**src/rtl/f4_stream_reader_if.sv**
```systemverilog
// f4_stream_reader_if: F4 RAM read port plus F5 valid/ready stream bundle.
interface f4_stream_reader_if;
  logic start, busy, done;
  logic [6:0] f4_raddr;
  logic [15:0] f4_1_rdata, f4_2_rdata, f4_3_rdata, f4_4_rdata, f4_5_rdata, f4_6_rdata, f4_7_rdata, f4_8_rdata;
  logic [15:0] f4_9_rdata, f4_10_rdata, f4_11_rdata, f4_12_rdata, f4_13_rdata, f4_14_rdata, f4_15_rdata, f4_16_rdata;
  logic [15:0] f5_data;
  logic f5_valid, f5_ready, f5_last;
  logic [3:0] f5_ch;
  logic [6:0] f5_pos;
  modport master (
    input start, f5_ready,
    input f4_1_rdata, f4_2_rdata, f4_3_rdata, f4_4_rdata, f4_5_rdata, f4_6_rdata, f4_7_rdata, f4_8_rdata,
    input f4_9_rdata, f4_10_rdata, f4_11_rdata, f4_12_rdata, f4_13_rdata, f4_14_rdata, f4_15_rdata, f4_16_rdata,
    output busy, done, f4_raddr, f5_data, f5_valid, f5_ch, f5_pos, f5_last
  );
  modport slave (
    output start, f5_ready,
    output f4_1_rdata, f4_2_rdata, f4_3_rdata, f4_4_rdata, f4_5_rdata, f4_6_rdata, f4_7_rdata, f4_8_rdata,
    output f4_9_rdata, f4_10_rdata, f4_11_rdata, f4_12_rdata, f4_13_rdata, f4_14_rdata, f4_15_rdata, f4_16_rdata,
    input busy, done, f4_raddr, f5_data, f5_valid, f5_ch, f5_pos, f5_last
  );
endinterface

```
**src/rtl/f4_stream_reader.sv**
```systemverilog
// f4_stream_reader: walks the 16-channel F4 bank and serializes it position-major onto the F5 stream.
module f4_stream_reader #(
  parameter int DEPTH  = 25,
  parameter int RD_LAT = 1
) (
  input logic clk,
  input logic rst,
  f4_stream_reader_if.master bus
);
  localparam logic [6:0] LAST_POS  = 7'(DEPTH - 1);
  localparam logic [1:0] LAST_WAIT = 2'(RD_LAT - 1);
  typedef enum logic [2:0] {IDLE, RD, LD, SEND, DONE} state_t;
  state_t state, state_d;
  logic [6:0] addr, addr_d;
  logic [3:0] ch, ch_d;
  logic [1:0] wcnt, wcnt_d;
  logic [15:0][15:0] rdata, buf_q;
  logic hs;
  assign rdata = {bus.f4_16_rdata, bus.f4_15_rdata, bus.f4_14_rdata, bus.f4_13_rdata,
                  bus.f4_12_rdata, bus.f4_11_rdata, bus.f4_10_rdata, bus.f4_9_rdata,
                  bus.f4_8_rdata, bus.f4_7_rdata, bus.f4_6_rdata, bus.f4_5_rdata,
                  bus.f4_4_rdata, bus.f4_3_rdata, bus.f4_2_rdata, bus.f4_1_rdata};
  assign hs = (state == SEND) & bus.f5_ready;
  // addr only moves on entry to RD, so it doubles as the held RAM address
  assign bus.f4_raddr = addr;
  assign bus.f5_pos = addr;
  assign bus.f5_ch = ch;
  always_ff @(posedge clk or posedge rst)
    if (rst) state <= IDLE;
    else state <= state_d;
  always_comb begin
    state_d = state;
    addr_d = addr;
    ch_d = ch;
    wcnt_d = wcnt;
    case (state)
      IDLE: if (bus.start) begin
        state_d = RD;
        addr_d = '0;
        wcnt_d = '0;
      end
      RD: begin
        wcnt_d = wcnt + 2'd1;
        state_d = (wcnt == LAST_WAIT) ? LD : RD;
      end
      LD: begin
        ch_d = '0;
        state_d = SEND;
      end
      SEND: if (hs) begin
        if (ch != 4'd15) ch_d = ch + 4'd1;
        else if (addr != LAST_POS) begin
          addr_d = addr + 7'd1;
          wcnt_d = '0;
          state_d = RD;
        end else state_d = DONE;
      end
      DONE: state_d = IDLE;
      default: state_d = IDLE;
    endcase
  end
  always_ff @(posedge clk or posedge rst)
    if (rst) begin
      addr <= '0;
      ch <= '0;
      wcnt <= '0;
      buf_q <= '0;
      bus.f5_data <= '0;
      bus.f5_valid <= 1'b0;
      bus.f5_last <= 1'b0;
      bus.busy <= 1'b0;
      bus.done <= 1'b0;
    end else begin
      addr <= addr_d;
      ch <= ch_d;
      wcnt <= wcnt_d;
      if (state == LD) buf_q <= rdata;
      // the first beat bypasses the buffer because it is loaded on the same edge
      if (state_d == SEND) bus.f5_data <= (state == LD) ? rdata[0] : buf_q[ch_d];
      bus.f5_valid <= state_d == SEND;
      bus.f5_last <= (state_d == SEND) && (addr_d == LAST_POS) && (ch_d == 4'd15);
      bus.busy <= state_d != IDLE;
      bus.done <= state_d == DONE;
    end
endmodule
```
**src/flat_wrapper.sv**
```systemverilog
// flat-port wrapper written by rule: the top's interface ports become plain ports
module f4_stream_reader_flat 
#(
  parameter int DEPTH  = 25,
  parameter int RD_LAT = 1
)
  (clk, rst, bus_start, bus_f5_ready, bus_f4_1_rdata, bus_f4_2_rdata, bus_f4_3_rdata, bus_f4_4_rdata, bus_f4_5_rdata, bus_f4_6_rdata, bus_f4_7_rdata, bus_f4_8_rdata, bus_f4_9_rdata, bus_f4_10_rdata, bus_f4_11_rdata, bus_f4_12_rdata, bus_f4_13_rdata, bus_f4_14_rdata, bus_f4_15_rdata, bus_f4_16_rdata, bus_busy, bus_done, bus_f4_raddr, bus_f5_data, bus_f5_valid, bus_f5_ch, bus_f5_pos, bus_f5_last);
  f4_stream_reader_if bus_i ();
  input logic clk;
  input logic rst;
  input wire logic [$bits(bus_i.start)-1:0] bus_start;
  input wire logic [$bits(bus_i.f5_ready)-1:0] bus_f5_ready;
  input wire logic [$bits(bus_i.f4_1_rdata)-1:0] bus_f4_1_rdata;
  input wire logic [$bits(bus_i.f4_2_rdata)-1:0] bus_f4_2_rdata;
  input wire logic [$bits(bus_i.f4_3_rdata)-1:0] bus_f4_3_rdata;
  input wire logic [$bits(bus_i.f4_4_rdata)-1:0] bus_f4_4_rdata;
  input wire logic [$bits(bus_i.f4_5_rdata)-1:0] bus_f4_5_rdata;
  input wire logic [$bits(bus_i.f4_6_rdata)-1:0] bus_f4_6_rdata;
  input wire logic [$bits(bus_i.f4_7_rdata)-1:0] bus_f4_7_rdata;
  input wire logic [$bits(bus_i.f4_8_rdata)-1:0] bus_f4_8_rdata;
  input wire logic [$bits(bus_i.f4_9_rdata)-1:0] bus_f4_9_rdata;
  input wire logic [$bits(bus_i.f4_10_rdata)-1:0] bus_f4_10_rdata;
  input wire logic [$bits(bus_i.f4_11_rdata)-1:0] bus_f4_11_rdata;
  input wire logic [$bits(bus_i.f4_12_rdata)-1:0] bus_f4_12_rdata;
  input wire logic [$bits(bus_i.f4_13_rdata)-1:0] bus_f4_13_rdata;
  input wire logic [$bits(bus_i.f4_14_rdata)-1:0] bus_f4_14_rdata;
  input wire logic [$bits(bus_i.f4_15_rdata)-1:0] bus_f4_15_rdata;
  input wire logic [$bits(bus_i.f4_16_rdata)-1:0] bus_f4_16_rdata;
  output wire logic [$bits(bus_i.busy)-1:0] bus_busy;
  output wire logic [$bits(bus_i.done)-1:0] bus_done;
  output wire logic [$bits(bus_i.f4_raddr)-1:0] bus_f4_raddr;
  output wire logic [$bits(bus_i.f5_data)-1:0] bus_f5_data;
  output wire logic [$bits(bus_i.f5_valid)-1:0] bus_f5_valid;
  output wire logic [$bits(bus_i.f5_ch)-1:0] bus_f5_ch;
  output wire logic [$bits(bus_i.f5_pos)-1:0] bus_f5_pos;
  output wire logic [$bits(bus_i.f5_last)-1:0] bus_f5_last;
  assign bus_i.start = bus_start;
  assign bus_i.f5_ready = bus_f5_ready;
  assign bus_i.f4_1_rdata = bus_f4_1_rdata;
  assign bus_i.f4_2_rdata = bus_f4_2_rdata;
  assign bus_i.f4_3_rdata = bus_f4_3_rdata;
  assign bus_i.f4_4_rdata = bus_f4_4_rdata;
  assign bus_i.f4_5_rdata = bus_f4_5_rdata;
  assign bus_i.f4_6_rdata = bus_f4_6_rdata;
  assign bus_i.f4_7_rdata = bus_f4_7_rdata;
  assign bus_i.f4_8_rdata = bus_f4_8_rdata;
  assign bus_i.f4_9_rdata = bus_f4_9_rdata;
  assign bus_i.f4_10_rdata = bus_f4_10_rdata;
  assign bus_i.f4_11_rdata = bus_f4_11_rdata;
  assign bus_i.f4_12_rdata = bus_f4_12_rdata;
  assign bus_i.f4_13_rdata = bus_f4_13_rdata;
  assign bus_i.f4_14_rdata = bus_f4_14_rdata;
  assign bus_i.f4_15_rdata = bus_f4_15_rdata;
  assign bus_i.f4_16_rdata = bus_f4_16_rdata;
  assign bus_busy = bus_i.busy;
  assign bus_done = bus_i.done;
  assign bus_f4_raddr = bus_i.f4_raddr;
  assign bus_f5_data = bus_i.f5_data;
  assign bus_f5_valid = bus_i.f5_valid;
  assign bus_f5_ch = bus_i.f5_ch;
  assign bus_f5_pos = bus_i.f5_pos;
  assign bus_f5_last = bus_i.f5_last;
  f4_stream_reader #(.DEPTH(DEPTH), .RD_LAT(RD_LAT)) u_core (.clk(clk), .rst(rst), .bus(bus_i));
endmodule
```
**config.mk**
```make
export PLATFORM = sky130hd
export DESIGN_NAME = f4_stream_reader_flat
export DESIGN_NICKNAME = d
export VERILOG_FILES = /design/src/rtl/f4_stream_reader_if.sv /design/src/rtl/f4_stream_reader.sv /design/src/flat_wrapper.sv
export SDC_FILE = /design/constraint.sdc
export NUM_CORES = 1
export LEC_CHECK = 0
export CORE_ASPECT_RATIO = 0.7
export CORE_MARGIN = 2
export CORE_UTILIZATION = 47
export CTS_CLUSTER_SIZE = 30
export DETAILED_ROUTE_END_ITERATION = 10
export PLACE_DENSITY = 0.81
export SYNTH_ARGS = -nofsm -noshare
export SYNTH_HDL_FRONTEND = slang
export SYNTH_SLANG_ARGS = --single-unit
```
**constraint.sdc**
```tcl
create_clock -name clk -period 10.6 [get_ports clk]
set_input_delay 2.65 -clock clk [delete_from_list [all_inputs] [get_ports clk]]
set_output_delay 2.65 -clock clk [all_outputs]
set_load 0.005 [all_outputs]
```
Yosys cells after proc, flatten, opt, wreduce, memory -nomap -nowiden

Cells that the tools add are included.

Add/subtract/negate cells: 3
Magnitude comparators: 1
Equal/unequal tests: 13
Multiplexer cells: 22
Bitwise gates (word level): 1
Reduce and logical (&&, ||, !) cells: 7

Operators by type and width:

| kind                                                       | count |
|---|---|
| binary-select mux 16 bit (select 4 bit)                    | 1 |
| two-way mux 16 bit                                         | 2 |
| two-way mux 7 bit                                          | 4 |
| case mux 7 bit (2 select lines)                            | 1 |
| two-way mux 3 bit                                          | 4 |
| case mux 3 bit (4 select lines)                            | 1 |
| two-way mux 2 bit                                          | 5 |
| equality test 3 x 2 -> 1 bit, second input constant        | 3 |
| two-way mux 4 bit                                          | 2 |
| case mux 4 bit (2 select lines)                            | 1 |
| adder 7 x 1 -> 7 bit, second input constant                | 1 |
| equality test 7 x 5 -> 1 bit, second input constant        | 1 |
| != test 7 x 5 -> 1 bit, second input constant              | 1 |
| != test 2 bit, second input constant                       | 3 |
| case mux 2 bit (3 select lines)                            | 1 |
| nonzero test 3 bit                                         | 2 |
| less-than comparator 4 x 5 -> 1 bit, second input constant | 1 |
| AND reduction 5 bit                                        | 1 |
| adder 4 x 1 -> 4 bit, second input constant                | 1 |
| equality test 4 bit, second input constant                 | 1 |
| != test 4 bit, second input constant                       | 1 |
| equality test 3 x 1 -> 1 bit, second input constant        | 1 |
| equality test 3 bit, second input constant                 | 1 |
| zero test 3 bit                                            | 1 |
| 5 further kinds                                            | 6 |

Bits in registers: 292
Bits of input ports: 260
Output and inout bits: 38
Word-level logic and storage cells: 72

Depth between registers and ports, before layout

Depth after elaboration: 8
Gate-level depth with buffers: 11
Depth with buffers taken out: 8

Worst setup path after synthesis

No wires, ideal clock.

Path kind: input to register
Start point: input bus_f5_ready
End point: register u_core.bus.f5_data[15]
Library setup time: 130 ps
Arrival time: 4241 ps
Required time: 10470 ps
Slack: 6229 ps
Stages: 7
Buffers on the path: 1
Cell sequence: and4b_1 buf_4 a211oi_4 nor2_4 mux2_4 a2111oi_2 o31ai_1

Word-level cells in the longest chain between the ends: 6
Elaborated cells on any way between the ends: 9
Classes of those cells: eq/ne: 1; mux: 7; bitwise: 1

Ends and longest elaborated chain:

| element                                  | line                      | text |
|---|---|---|
| start: declaration                       | flat_wrapper.sv:12        | `input wire logic [$bits(bus_i.f5_ready)-1:0] bus_f5_ready;` |
| bitwise AND 1 bit (*)                    | f4_stream_reader.sv:23    | `assign hs = (state == SEND) & bus.f5_ready;` |
| two-way mux 4 bit                        | f4_stream_reader.sv:50    | `SEND: if (hs) begin` |
| case mux 4 bit (2 select lines)          | f4_stream_reader.sv:36    | `case (state)` |
| binary-select mux 16 bit (select 4 bit)  | f4_stream_reader.sv:79    | `if (state_d == SEND) bus.f5_data <= (state == LD) ? rdata[0] : buf_q[ch_d];` |
| two-way mux 16 bit (not written as such) | f4_stream_reader.sv:79    |  |
| two-way mux 16 bit                       | f4_stream_reader.sv:79    |  |
| end signal: assignment                   | f4_stream_reader.sv:79    |  |
| end: declaration                         | f4_stream_reader_if.sv:15 | `output busy, done, f4_raddr, f5_data, f5_valid, f5_ch, f5_pos, f5_last` |

Every way passes the cells marked *; elsewhere a longest branch is shown, timed or not. The select of a mux whose other input is x is not followed.
A chain may end at the register's enable or synchronous reset.

Final worst setup path

Start point: input bus_f5_ready
End point: register u_core.bus.f5_last

Word-level cells in the longest chain between the ends: 6
Elaborated cells on any way between the ends: 12
Classes of those cells: eq/ne: 3; mux: 6; bitwise: 1; reduce/logical: 2

Ends and longest elaborated chain:

| element                                                                                   | line                      | text |
|---|---|---|
| bitwise AND 1 bit (*)                                                                     | f4_stream_reader.sv:23    |  |
| two-way mux 7 bit / two-way mux 3 bit (equally long branches)                             | f4_stream_reader.sv:50    |  |
| case mux 7 bit (2 select lines) / case mux 3 bit (4 select lines) (equally long branches) | f4_stream_reader.sv:36    |  |
| equality test 7 x 5 -> 1 bit / equality test 3 x 2 -> 1 bit (equally long branches)       | f4_stream_reader.sv:81    | `bus.f5_last <= (state_d == SEND) && (addr_d == LAST_POS) && (ch_d == 4'd15);` |
| logical AND 1 bit                                                                         | f4_stream_reader.sv:81    |  |
| logical AND 1 bit (*)                                                                     | f4_stream_reader.sv:81    |  |
| end signal: assignment                                                                    | f4_stream_reader.sv:81    |  |
| end: declaration                                                                          | f4_stream_reader_if.sv:15 |  |

Every way passes the cells marked *; elsewhere a longest branch is shown, timed or not.

==> impl_results.md <==
- Status: complete, no violations
- Post-synth cell types: 73
- Die area: 31,600 sq um
- 1st-pass router iterations: 5
- Hold Vio Cnt, Final: 0
- Max-cap violations: 0
- Worst hold slack: around 0.47 ns
- Gr ovfl total: 0
- R2R setup slack: roughly 6.4 ns
- Async set-reset flop share out of synthesis: 100%
- PD cells: slightly above 300 nW/um^2
- Sink Count: ~290
- Drt drc: 0
- DRT Wirelength: around 50,000 um
- Placer congestion estimate: ~0.94
- Ys Warns: 0
- Final Cycle Share: ~58%
- Hold_buf cts: 0
- ANT cells: 0
- Post-CTS Setup Bufs: 0
- Depth of the CTS H-tree: 1
- P&R area growth vs syn: 27.9%
- CP Capture Type: register
- Average cell area after synthesis: approximately 8.2 sq um
- Clock buffer depth: 3
- Placeable Area: about 30,000 sq um
- Fin nets: roughly 2,200
- HP Class: reg2reg
- Clk_skew: ~0.019 ns
- DPL Wire Length: between 30,000 and 40,000 um
- Mapped Cells: roughly 1,700
- Dpl cell area: around 17,000 sq um
- Boundary Pins: between 200 and 300
- Initial Util: 47.6%
- Final cell count without fillers: roughly 2,400
- Seq cells post-synth: 292
- RSZ-0062 raised after global routing: no
- Die width: 212 um
- CTS clk-pin slew, worst paths: 0.06 ns
- Crit path kind: in2reg
- CTS root buf: clkbuf_16
- Tightest Pin Transition: roughly 1.3 ns
- CP Data Required Time: 11.09 ns
- Startpoint types: input port
- Worst-path maximum fanout: 37
- Row count: 53
- Share of cells above drive strength 1: 4.42%
- Vias in the first global route: 13,000
- Mapped cell area: about 14,000 sq um
- CTS Buf Count: 29
- Global-route wire length before repair: between 70,000 and 80,000 um
- Static Leak: ~8.5 nW
- Peak Freq: 164 MHz
- Initial DRC Count: 1,577
- DIE HEIGHT: 149 um
- Register area share after synthesis: approximately half
- DR vias: 13,600
- Largest net degree at the start of global routing: approximately 210
- WP data arrival: 6.60 ns
- Inst Count DP: 2,302
- Busiest grt layer: met1
- Post-synth EDFFs: 0
- Met3 GRT Util: around 6.3%
- Rel. slew slack: 14.6%
- Final setup vio count: 0
- Area of the multi-input gates: roughly 6300 sq um
- Fin Setup TNS: 0 ns
- DRT antenna net count: 0
- Post-synthesis net count: roughly 2,000
- Synth Flop Type: dfrtp_1
- Worst-Skew Late Latency: a little under 0.6 ns
- GRT met1 Usage: 47.3%
- Pins over their slew limit: 0
- CTS tree: yes
- All-Layer GR Usage: a little under a third
- Resize count post-CTS: 0
- Filler cells: roughly 2,600
- Final Instance Area: between 15,000 and 20,000 sq um
- Maximum vdd drop: roughly 0.15 mV
- Avg Vias per Cell: a little under 6
- Input/output buffers: slightly below 300
- Minimum clock period: about 6.1 ns
- Wire per inst: approximately 21 um
- Initial antenna violation count: 1
- Grt met2 use: 46.3%
- Reg area: between 7000 and 8000 sq um
## critical path, cell delays in order
cell             delay, ns
clkdlybuf4s50_1       0.63
and4b_1               0.49
nand3_2               0.71
a22oi_2               1.25
nand4_1               0.25
a2111oi_0             0.38
and4_1                0.23
## power by group
part / leakage, nW / internal, mW / switching [mW]
logic: 4.47 / 0.909 / 1.55
registers: 3.57 / 1.66 / 0.432
clock network: 0.464 / 0.589 / 0.452
## final cells by class
type | count | area share, %
clock inverters | 11 | 0.668
flip-flops and latches | 292 | 40.2
inverters | 17 | 0.379
clock buffers | 41 | 4.52
well taps | 385 | 2.65
repair buffers | 312 | 17.1
multi-input cells | 1296 | 34.4
## registers in the layout, indices dropped and copies added (netlist names)
| name | cells |
|---|---|
| u_core.bus.f4_raddr | 7 |
| u_core.bus.f5_valid | 1 |
| u_core.buf_q | 256 |
| u_core.bus.f5_last | 1 |
| u_core.bus.f5_ch | 4 |
| u_core.bus.busy | 1 |
| u_core.wcnt | 2 |
| u_core.state | 3 |
| u_core.bus.done | 1 |
| u_core.bus.f5_data | 16 |
## cells in the final DEF, fill, tap and decap left out, types with 5 or more instances in the layout
master	n
a21boi_0	11
a21oi_1	71
a22oi_1	12
a31oi_1	5
a32o_1	5
and3_1	5
buf_4	13
clkbuf_1	7
clkbuf_16	29
clkbuf_8	5
clkdlybuf4s50_1	297
clkinv_2	6
dfrtp_1	292
inv_1	12
mux2i_1	18
nand2_1	778
nand3_1	92
nand4_1	28
nor2_1	25
nor3_1	11
nor4b_1	12
o21ai_0	98
o21bai_1	13
o22a_1	14
o311ai_1	14
## synthesized netlist by cell type, types with 3 or more instances
cell type,number,area (sq um)
nor2_1,25,93.8
inv_1,13,48.8
o21ai_0,98,490
nand3b_1,3,22.5
mux2_2,3,33.8
o21bai_1,13,97.6
a211o_1,4,35.0
buf_1,7,26.3
o31ai_1,4,30.0
and4_1,3,26.3
o311ai_0,3,26.3
a32o_1,5,50.1
o211ai_1,3,22.5
a211oi_1,4,30.0
mux2i_1,18,180
a21boi_0,11,82.6
clkbuf_1,69,259
nand3_1,92,460
nand2_1,778,2920
nor4_1,4,25.0
nand4_1,28,175
and2_1,4,25.0
ha_1,4,50.1
a21oi_1,71,355
and3_1,5,31.3
a31oi_1,5,31.3
buf_4,11,82.6
dfrtp_1,292,7310
o311ai_1,14,123
nor3_1,11,55.1
inv_2,3,11.3
buf_2,39,195
a21o_1,3,22.5
a22oi_1,12,90.1
nor4b_1,12,105
o22a_1,14,123
## path summary, 6_finish.rpt
check	end	from	cells past startpoint
worst max-delay path	u_core.bus.f5_last$_DFF_PP0_	bus_f5_ready	7
worst min-delay path	u_core.buf_q[238]$_DFFE_PP0P_	u_core.buf_q[238]$_DFFE_PP0P_	2
worst max register to register	u_core.bus.f5_last$_DFF_PP0_	u_core.bus.f5_ch[0]$_DFF_PP0_	7
worst min register to register	u_core.buf_q[238]$_DFFE_PP0P_	u_core.buf_q[238]$_DFFE_PP0P_	2
max in group asynchronous	u_core.buf_q[97]$_DFFE_PP0P_	rst	3
min in group asynchronous	u_core.buf_q[183]$_DFFE_PP0P_	rst	2
## per-stage QoR
step	worst slack (ns)	utilization [%]	total power, mW
finish	4.50	60.9	5.60
global route	4.16	60.9	5.94
CTS	4.58	60.9	5.55
detailed placement	3.99	57.7	4.49
global placement	4.09	57.7	4.42
floorplan	4.07	-	3.58
## cell families (layout without fill, tap and decap cells)
kind of cell             after synthesis  count (layout)  share of synthesized area (%)
AO/OA/AOI/OAI                        283             283                           12.8
adder cells (fa/ha/maj)                4               4                          0.353
buffers and inverters                145             381                           4.54
flip-flops                           292             292                           51.5
multiplexers                          22              22                           1.61
AND/OR/NAND/NOR                      987             987                           29.2
## metal layers
| metal | wire, um | vias to the layer above |
|---|---|---|
| met5 | 0 | - |
| met4 | 1450 | 0 |
| met3 | 4330 | 89 |
| met2 | 21400 | 675 |
| met1 | 22500 | 6610 |
| li1 | - | 6191 |
Note: power is estimated with default switching activity, not from simulation.
